==> src/rtl/display_pkg.sv <==
// Shared types and helpers for the multiplexed seven-segment display blocks.
package display_pkg;

    localparam int unsigned NDIGITS = 4;
    localparam int unsigned NIB_W   = 4;
    localparam logic [NDIGITS-1:0] DIG_OFF = 4'b1111;

    typedef logic [1:0]  digit_idx_t;
    typedef logic [15:0] bcd4_t;

    // Nibble of digit i (digit 0 is the least significant).
    function automatic logic [NIB_W-1:0] nibble_at(input bcd4_t v, input digit_idx_t i);
        logic [NIB_W-1:0] n;
        case (i)
            2'd0:    n = v[3:0];
            2'd1:    n = v[7:4];
            2'd2:    n = v[11:8];
            default: n = v[15:12];
        endcase
        return n;
    endfunction

    // True when digit i and every more significant digit are zero; digit 0 never qualifies.
    function automatic logic lead_zero(input bcd4_t v, input digit_idx_t i);
        logic z;
        case (i)
            2'd0:    z = 1'b0;
            2'd1:    z = (v[15:4] == 12'h000);
            2'd2:    z = (v[15:8] == 8'h00);
            default: z = (v[15:12] == 4'h0);
        endcase
        return z;
    endfunction

    // Active-low one-hot digit select.
    function automatic logic [NDIGITS-1:0] digit_sel(input digit_idx_t i);
        return ~(NDIGITS'(1) << i);
    endfunction

endpackage

==> src/rtl/scan_prescaler.sv <==
// Free-running divide-by-DIV prescaler; tick is high for the last cycle of each period.
module scan_prescaler #(
    parameter int unsigned DIV = 50000
) (
    input  logic CLK,
    input  logic nRST,
    output logic tick
);

    localparam int unsigned CNT_W = $clog2(DIV);

    logic [CNT_W-1:0] count;

    // tick is registered alongside count so that tick == (count == DIV-1) every cycle.
    always_ff @(posedge CLK) begin
        if (!nRST) begin
            count <= '0;
            tick  <= 1'b0;
        end else if (tick) begin
            count <= '0;
            tick  <= 1'b0;
        end else begin
            count <= count + CNT_W'(1);
            tick  <= (count == CNT_W'(DIV - 2));
        end
    end

endmodule

==> src/rtl/display_scan_ctrl.sv <==
// 4-digit time-multiplexed scanner feeding a seven-segment decoder, with
// frame-aligned value loading, leading-zero blanking and global blank.
module display_scan_ctrl
    import display_pkg::*;
#(
    parameter int unsigned DIV = 50000
) (
    input  logic                CLK,
    input  logic                nRST,
    input  logic [15:0]         D,
    input  logic                LD,
    input  logic                LZB,
    input  logic                BLK,
    output logic                A3,
    output logic                A2,
    output logic                A1,
    output logic                A0,
    output logic                EN,
    output logic [NDIGITS-1:0]  DIG,
    output logic                PEND
);

    logic             tick;
    logic             frame_end;
    digit_idx_t       idx;
    bcd4_t            disp;
    bcd4_t            pend_val;
    logic [NIB_W-1:0] nib;

    scan_prescaler #(.DIV(DIV)) u_prescaler (
        .CLK  (CLK),
        .nRST (nRST),
        .tick (tick)
    );

    // The tick that finishes the last digit slot closes the frame.
    assign frame_end = tick && (idx == digit_idx_t'(NDIGITS - 1));

    assign {A3, A2, A1, A0} = nib;

    always_ff @(posedge CLK) begin
        if (!nRST) begin
            idx      <= '0;
            disp     <= '0;
            pend_val <= '0;
            PEND     <= 1'b0;
            DIG      <= DIG_OFF;
            EN       <= 1'b0;
            nib      <= '0;
        end else begin
            if (tick) begin
                idx <= idx + 2'd1;
            end

            // A load landing on the frame-closing tick bypasses the pending register.
            if (LD) begin
                if (frame_end) begin
                    disp <= D;
                    PEND <= 1'b0;
                end else begin
                    pend_val <= D;
                    PEND     <= 1'b1;
                end
            end else if (frame_end && PEND) begin
                disp <= pend_val;
                PEND <= 1'b0;
            end

            // Slot outputs use the display value in force during the slot's own frame.
            if (BLK) begin
                DIG <= DIG_OFF;
                EN  <= 1'b0;
            end else if (tick) begin
                DIG <= digit_sel(idx);
                nib <= nibble_at(disp, idx);
                EN  <= !(LZB && lead_zero(disp, idx));
            end
        end
    end

endmodule

==> config.mk <==
export PLATFORM = sky130hd
export DESIGN_NAME = display_scan_ctrl
export DESIGN_NICKNAME = d
export VERILOG_FILES = /design/src/rtl/display_pkg.sv /design/src/rtl/scan_prescaler.sv /design/src/rtl/display_scan_ctrl.sv
export SDC_FILE = /design/constraint.sdc
export NUM_CORES = 1
export LEC_CHECK = 0
export ABC_CLOCK_PERIOD_IN_PS = 1900
export CORE_MARGIN = 2
export CORE_UTILIZATION = 45
export CTS_BUF_LIST = sky130_fd_sc_hd__clkbuf_8
export CTS_CLUSTER_SIZE = 12
export DETAILED_ROUTE_END_ITERATION = 16
export PLACE_DENSITY = 0.67
export SLEW_MARGIN = 30
export SYNTH_ARGS = -nofsm -noshare
export SYNTH_HDL_FRONTEND = slang
export SYNTH_SLANG_ARGS = --single-unit
==> constraint.sdc <==
create_clock -name CLK -period 1.9 [get_ports CLK]
set_input_delay 0.38 -clock CLK [delete_from_list [all_inputs] [get_ports CLK]]
set_output_delay 0.38 -clock CLK [all_outputs]
set_load 0.005 [all_outputs]
# After elaboration in Yosys (flattened, before gate mapping)
# Cells that the tools add are included.
[totals]
register_bits = 61
output_inout_bits = 10
[op_classes]
n_mux = 11
n_bitwise = 4
n_addsub = 2
shifts = 1
n_reduce_logical = 14
n_eq_ne = 5
[ops]
columns = ["op", "n"]
rows = [
  ["$mux 16", 3],
  ["$add 16x1->16 const B", 1],
  ["$eq 16x16->1 const B", 1],
  ["$logic_not 12->1", 1],
  ["$pmux 4 s3", 1],
  ["$logic_not 8->1", 1],
  ["$mux 1", 6],
  ["$reduce_and 2->1", 3],
  ["$eq 2x2->1 const B", 2],
  ["$logic_not 4->1", 1],
  ["$not 4->4", 1],
  ["$reduce_or 2->1", 2],
  ["$shl 1x2->4 const A", 1],
  ["$logic_and 1x1->1", 3],
  ["$not 1->1", 3],
  ["$pmux 1 s3", 1],
  ["$add 2x1->2 const B", 1],
  ["$eq 2x1->1 const B", 1],
  ["$logic_not 2->1", 1],
  ["$ne 2x1->1 const B", 1],
  ["$reduce_bool 2->1", 1],
  ["$logic_not 1->1", 1],
]

# Logic depth before layout (Yosys ltp)
# Gate-level depths: netlist of run 1.
[logic_depth]
ltp_word = 7
depth_mapped = 7
depth_no_buf = 5

# Hierarchy
# From an unflattened synthesis of run 1, not the netlist that was laid out.
[hier_totals]
cells_unflattened = 302
area_unflattened_um2 = 2860.2
[by_module_without_submodules]
columns = ["mod", "area_per_inst_um2", "n_inst", "seq_area_each_um2", "cells_each"]
rows = [
  ["display_scan_ctrl", 2047.0, 1, 880.8, 210],
  ["scan_prescaler", 813.3, 1, 340.3, 92],
]

# Least setup slack after synthesis of run 1
# Ideal clock, no wire load.
[synth_path]
path_type = "reg2reg"
startpoint = "register idx[0]"
endpoint = "register nib[0]"
setup_time_ps = 117
setup_slack_ps = 436
stages_incl_launch_ff = 6
arrival_time_ps = 1347
cell_sequence = "dfxtp_1 -> inv_1 -> ha_1 -> a222oi_1 -> o21ai_0 -> a32o_1"
[synth_via]
elab_chain_cells = 2
[synth_rtl]
columns = ["item", "line_no", "text"]
rows = [
  ["start, declared", "display_scan_ctrl.sv:25", "digit_idx_t idx;"],
  ["start signal, assigned", "display_scan_ctrl.sv:52", "idx <= idx + 2'd1;"],
  ["$eq 2x2->1, or another cell as far along", "display_pkg.sv:14", "case (i)"],
  ["$pmux 4 s3 *", "display_pkg.sv:14", ""],
  ["end signal, assigned", "display_scan_ctrl.sv:75", "nib <= nibble_at(disp, idx);"],
  ["end, declared", "display_scan_ctrl.sv:28", "logic [NIB_W-1:0] nib;"],
]
# Mark *: on every way between the ends. The rest lies on a longest branch, timed or not.
# A chain may end at the register's enable or synchronous reset.

# Final worst setup path of run 1
# Same ends and word-level chain as after synthesis.

==> flow_metrics.env, run 1 <==
export IMPL_status="completed"
export IMPL_clkLatencyLatePin_ps=330
export IMPL_start_util_pct=46.2
export IMPL_grt_overflow_total=0
export IMPL_core_um2=5890
export IMPL_finalSetupViolCount=0
export IMPL_synth_edff_count=0
export IMPL_holdBufCountCts=0
export IMPL_synth_fp_nets=325
export IMPL_finalClockSkew_ps=5.65
export IMPL_cp_cell_sequence="inv_1 > ha_1 > a222oi_1 > o21ai_0 > a32o_1"
export IMPL_synthToLayoutAreaGrowth_pct=21.5
export IMPL_synth_async_reset_ratio_pct=0
export IMPL_crit_path_top_delay_cell="dfxtp_1"
export IMPL_clock_path_buffers=2
export IMPL_netlist_top_cells_area="dfxtp_1, nand2_1, mux2i_1, o211a_1, ha_1"
export IMPL_first_global_vias=2034
export IMPL_max_stage_delay_ps=420
export IMPL_first_pass_iters=4
export IMPL_setup_tns_ps=0
export IMPL_place_detailed_hpwl_mm=3.76
export IMPL_drc=0
export IMPL_avgSynthCellArea_um2=9.15
export IMPL_synth_top_area_cell="dfxtp_1"
export IMPL_core_rowCount=28
export IMPL_antenna_found_initial=0
export IMPL_die_y_um=81.7
export IMPL_place_area_um2=3130
export IMPL_design_die_area_um2=6680
export IMPL_antenna_cells=0
export IMPL_synthCells=297
export IMPL_drive_above_1_share_pct=8.73
export IMPL_ys_warn_count=0
export IMPL_ys_ff_latch=61
export IMPL_finalCriticalPeriod_ps=1670
export IMPL_finalWirelength_mm=5.39
export IMPL_max_slew_margin_pct=67.9
export IMPL_synthesis_area_um2=2720
export IMPL_synth_simple_area_share_pct=20.8
export IMPL_grt_max_degree=36
export IMPL_drv_cap=0
export IMPL_synth_mux_area_share_pct=6.26
export IMPL_synth_xor_area_share_pct=3.87
export IMPL_synthAdderAreaFrac_pct=3.22
export IMPL_yosysTopAreaCellShare_pct=44.9
export IMPL_post_cts_buffers=0
export IMPL_die_w_um=81.7
export IMPL_synth_top_family_by_area="simple AND/OR/NAND/NOR gates"
export IMPL_routedWlPerCell_um=13.2
export IMPL_fin_area_um2=3300
export IMPL_grt_pass1_wl_mm=9.09
export IMPL_cts_root_buffer="clkbuf_8"
export IMPL_nNetsFinal=356
export IMPL_cts_tree="built"
export IMPL_viasPerCell=5.24
export IMPL_fmax_mhz=599
export IMPL_crit_arrival_ps=1900
export IMPL_worst_pin_slew_ps=482
export IMPL_power_density_nw_per_um2=762
export IMPL_path_class="reg -> reg"
export IMPL_grt_use_total_pct=17.9
export IMPL_cts_max_level=3
export IMPL_io_pins=31
export IMPL_hold_path_class="reg -> reg"
export IMPL_num_vias=2132
export IMPL_cts_buffers=9
export IMPL_gp_congestion=0.755
export IMPL_leakagePower_nw=1.47
export IMPL_period_share_pct=87.9
export IMPL_cp_max_fo=5
export IMPL_dr_first_iter_drc_count=88
export IMPL_synth_commonest_cells="nand2_1, dfxtp_1, mux2i_1, nor2_1, o211a_1"
export IMPL_synth_most_common_cell="nand2_1"
export IMPL_rsz0062_at_grt="no"
export IMPL_peakVddDrop_mv=0.490
export IMPL_portBuffers=30
export IMPL_ys_types=39
export IMPL_yosysSeqAreaShare_pct=44.9
export IMPL_hold_viol=0
export IMPL_maxSlewViolCount=0
export IMPL_crit_required_ps=2130
export IMPL_cts_sinks=61
export IMPL_synth_main_ff_cell="dfxtp_1"
export IMPL_ant_nets=0
export IMPL_cts_resized=0
export IMPL_end_kind="flip-flop"
export IMPL_start_kind="flip-flop"
export IMPL_clkTransAtPathRegs_ps=60
export IMPL_synth_compound_area_share_pct=16.9
routing by layer:
layer / GRT usage (%) / part of all wire, % / vias up
met5: 0 / 0 / -
met4: 6.50 / 1.4 / 0
met3: 4.95 / 2.9 / 6
met2: 30.7 / 48 / 26
met1: 21.4 / 48 / 1001
li1: - / - / 1099
per-stage QoR:
step	setup slack, ps	hold WS [ps]	util [%]	std cells	power, mW
floorplan	436	434	-	297	1.44
global placement	183	440	53.1	392	1.52
detailed placement	153	445	53.1	392	1.53
CTS	239	454	56.1	407	2.55
global route	93.9	472	56.1	407	2.63
finish	230	449	56.1	407	2.52
logic make-up (layout without fill, tap and decap cells):
| group | after synthesis | count (layout) |
|---|---|---|
| AO/OA/AOI/OAI | 57 | 57 |
| XOR/XNOR | 12 | 12 |
| adder cells (fa/ha/maj) | 7 | 7 |
| buffers and inverters | 23 | 58 |
| flip-flops | 61 | 61 |
| multiplexers | 17 | 17 |
| AND/OR/NAND/NOR | 120 | 120 |
path summary, 6_finish.rpt:
check,from,end,slack [ps],cells past startpoint
worst min-delay path,pend_val[12],pend_val[12],450,2
worst min register to register,pend_val[12],pend_val[12],450,2
worst max-delay path,idx[0],nib[0],230,5
worst max register to register,idx[0],nib[0],230,5
power by group:
group	switching [mW]	internal, mW	leakage (nW)
Combinational	0.0811	0.0938	0.876
Sequential	0.0173	1.30	0.495
Clock	0.458	0.561	0.101
Total	0.556	1.96	1.47
registers in the layout, indices dropped and copies added, names as in the netlist:
name,count
nib,4
pend_val,16
u_prescaler.count,16
u_prescaler.tick,1
EN,1
DIG,4
PEND,1
disp,16
idx,2
placed cells by master, fill, tap and decap left out, types with 2 or more instances in the layout:
cell	count
nand2_1	65
dfxtp_1	61
clkdlybuf4s50_1	30
mux2i_1	17
nor2_1	16
o211a_1	16
clkbuf_8	12
o21ai_0	10
a21boi_1	10
xor2_1	7
nand4_1	7
a21boi_0	7
ha_1	7
inv_1	6
buf_4	6
nand3_1	5
xnor2_1	5
nor4_1	4
a222oi_1	4
a32o_1	4
nor3_1	3
a21oi_1	3
and2_1	3
buf_12	3
or3_1	2
nor2b_1	2
a21o_1	2
nor3b_1	2
critical path, delay by kind of cell, from the launching register on:
kind	cells	cell delay (ps)
AO/OA/AOI/OAI	3	790
buffers and inverters	1	90
adder cells (fa/ha/maj)	1	270
flip-flops	1	420
layout make-up:
cell class,count,area [um^2]
fill,545,2580
multi-input combinational,213,1390
sequential,61,1220
timing repair buffer,39,405
clock buffer,12,165
tap,75,93.8
inverter,4,15.0
clock inverter,3,12.5
(Power assumes the default switching activity.)
==> inputs of run 2 (changes only) <==
--- a/config.mk
+++ b/config.mk
@@ -11,7 +11,8 @@
 export CTS_BUF_LIST = sky130_fd_sc_hd__clkbuf_8
 export CTS_CLUSTER_SIZE = 12
 export DETAILED_ROUTE_END_ITERATION = 16
-export PLACE_DENSITY = 0.67
+export GPL_ROUTABILITY_DRIVEN = 0
+export PLACE_DENSITY = 0.66
 export SLEW_MARGIN = 30
 export SYNTH_ARGS = -nofsm -noshare
 export SYNTH_HDL_FRONTEND = slang
==> constraint.sdc (replaced) <==
create_clock -name CLK -period 1.9 [get_ports CLK]
set_input_delay 0.38 -clock CLK [delete_from_list [all_inputs] [get_ports CLK]]
set_output_delay 0.38 -clock CLK [all_outputs]
set_load 0.1 [all_outputs]
==> run 2 against run 1 <==
Compared with the run above:
- sequential share of layout area decreased by 1.1 points
- total power increased by 27%
- non-clock buffer count decreased by 1
- worst setup slack got worse by 23 ps
==> flow_metrics.env, run 2 (same netlist as run 1, synthesis figures left out) <==
export IMPL_status="completed"
export IMPL_start_util_pct=46.2
export IMPL_io_pins=31
export IMPL_end_kind="flip-flop"
export IMPL_grt_pass1_wl_mm=9.11
export IMPL_first_global_vias=2008
export IMPL_cts_sinks=61
export IMPL_die_y_um=81.7
export IMPL_finalClockSkew_ps=10.4
export IMPL_ant_nets=0
export IMPL_reg_largest_list="disp: 16 flops, pend_val: 16 flops, u_prescaler.count: 16 flops"
export IMPL_finalSetupViolCount=0
export IMPL_final_common_cell="nand2_1"
export IMPL_first_pass_iters=4
export IMPL_maxSlewViolCount=0
export IMPL_cts_tree="built"
export IMPL_finalWirelength_mm=5.32
export IMPL_viasPerCell=5.30
export IMPL_period_share_pct=89.1
export IMPL_portBuffers=30
export IMPL_clock_path_buffers=2
export IMPL_final_cells=407
export IMPL_clkTransAtPathRegs_ps=70
export IMPL_max_stage_delay_ps=440
export IMPL_start_kind="flip-flop"
export IMPL_synthToLayoutAreaGrowth_pct=25.1
export IMPL_peakVddDrop_mv=0.596
export IMPL_rrSetupSlack_ps=210
export IMPL_worst_pin_slew_ps=437
export IMPL_total_power_mw=3.20
export IMPL_core_rowCount=28
export IMPL_layout_common_cells="nand2_1, dfxtp_1, clkdlybuf4s50_1"
export IMPL_power_density_nw_per_um2=940
export IMPL_cts_buffers=9
export IMPL_p_int_mw=2.57
export IMPL_power_share_sequential_pct=41.3
export IMPL_cts_max_level=3
export IMPL_max_slew_margin_pct=70.6
export IMPL_min_to="pend_val[8]"
export IMPL_critPathBufInv=1
export IMPL_post_cts_buffers=0
export IMPL_holdBufCountCts=0
export IMPL_nNetsFinal=355
export IMPL_rsz0062_at_grt="no"
export IMPL_hold_viol=0
export IMPL_sw_frac_of_total_pct=19.7
export IMPL_cp_cell_sequence="inv_1 > ha_1 > a222oi_1 > o21ai_0 > a32o_1"
export IMPL_grt_max_degree=35
export IMPL_dr_first_iter_drc_count=83
export IMPL_fmax_mhz=591
export IMPL_place_inst=391
export IMPL_clkLatencyLatePin_ps=340
export IMPL_cts_resized=0
export IMPL_cp_top_family="compound AO/OA/AOI/OAI gates"
export IMPL_cts_root_buffer="clkbuf_8"
export IMPL_r2r_end="nib[1]"
export IMPL_num_vias=2158
export IMPL_crit_arrival_ps=1930
export IMPL_cp_max_fo=5
export IMPL_drv_cap=0
export IMPL_place_detailed_hpwl_mm=3.68
export IMPL_leakagePower_nw=1.52
export IMPL_core_um2=5890
export IMPL_min_path_cells=2
export IMPL_setup_slack_ps=207
export IMPL_p_clk_share_pct=53.0
export IMPL_path_class="reg -> reg"
export IMPL_hold_path_class="reg -> reg"
export IMPL_r2r_start="idx[0]"
export IMPL_switchingPower_mw=0.630
export IMPL_post_place_ws_ps=125
export IMPL_setup_tns_ps=0
export IMPL_finalCriticalPeriod_ps=1690
export IMPL_die_w_um=81.7
export IMPL_drive_above_1_share_pct=12.3
export IMPL_hold_path_startpoint="pend_val[8]"
export IMPL_ff2ff_path_depth=5
export IMPL_antenna_found_initial=0
export IMPL_crit_required_ps=2130
export IMPL_antenna_cells=0
export IMPL_design_die_area_um2=6680
export IMPL_grt_overflow_total=0
export IMPL_crit_path_top_delay_cell="dfxtp_1"
export IMPL_drc=0
export IMPL_routedWlPerCell_um=13.1
export IMPL_combPwrFrac_pct=5.7
export IMPL_grt_use_total_pct=18.1
run 2: cell type report:
| type | instances | area (um^2) |
|---|---|---|
| inverter | 4 | 15.0 |
| clock buffer | 10 | 138 |
| tap | 75 | 93.8 |
| clock inverter | 6 | 158 |
| fill | 532 | 2480 |
| timing repair buffer | 38 | 385 |
| sequential | 61 | 1220 |
| multi-input combinational | 213 | 1390 |
run 2: metrics by stage:
stage,hold WS [ps],instance area (um^2),util [%]
2_1_floorplan,434,2720,-
3_3_place_gp,440,3110,52.8
3_5_place_dp,444,3110,52.8
4_1_cts,454,3400,57.8
5_1_grt,465,3400,57.8
6_report,451,3400,57.8
run 2: tightest hold or removal path: cells and delay by family (launching register included):
family / cells / cell delay, ps
AOI/OAI and AO/OA: 1 / 50
DFF: 1 / 310
and+or+nand+nor: 1 / 50
run 2: how the worst max path moves through the flow:
stage	endpoint	slack, ps	cells after the start	startpoint
2_1_floorplan	disp[11]	110	5	PEND
3_3_place_gp	disp[13]	150	5	LD
3_5_place_dp	disp[13]	120	5	LD
4_1_cts	nib[1]	210	5	idx[0]
5_1_grt	nib[0]	60	5	idx[0]
6_report	nib[1]	210	5	idx[0]
run 2: per-layer routing:
layer,global-route usage [%],vias up,routed length (um)
met5,0,-,0
met4,9.50,0,128
met3,5.27,13,186
met2,27.8,31,2470
met1,22.9,1003,2540
li1,-,1111,-
run 2: power groups by stage:
stage	Sequential [mW]	Clock, mW	Combinational (mW)
2_1_floorplan	1.36	0	0.0939
3_3_place_gp	1.35	0	0.185
3_5_place_dp	1.35	0	0.186
4_1_cts	1.32	1.72	0.187
5_1_grt	1.32	1.78	0.203
6_report	1.32	1.69	0.183
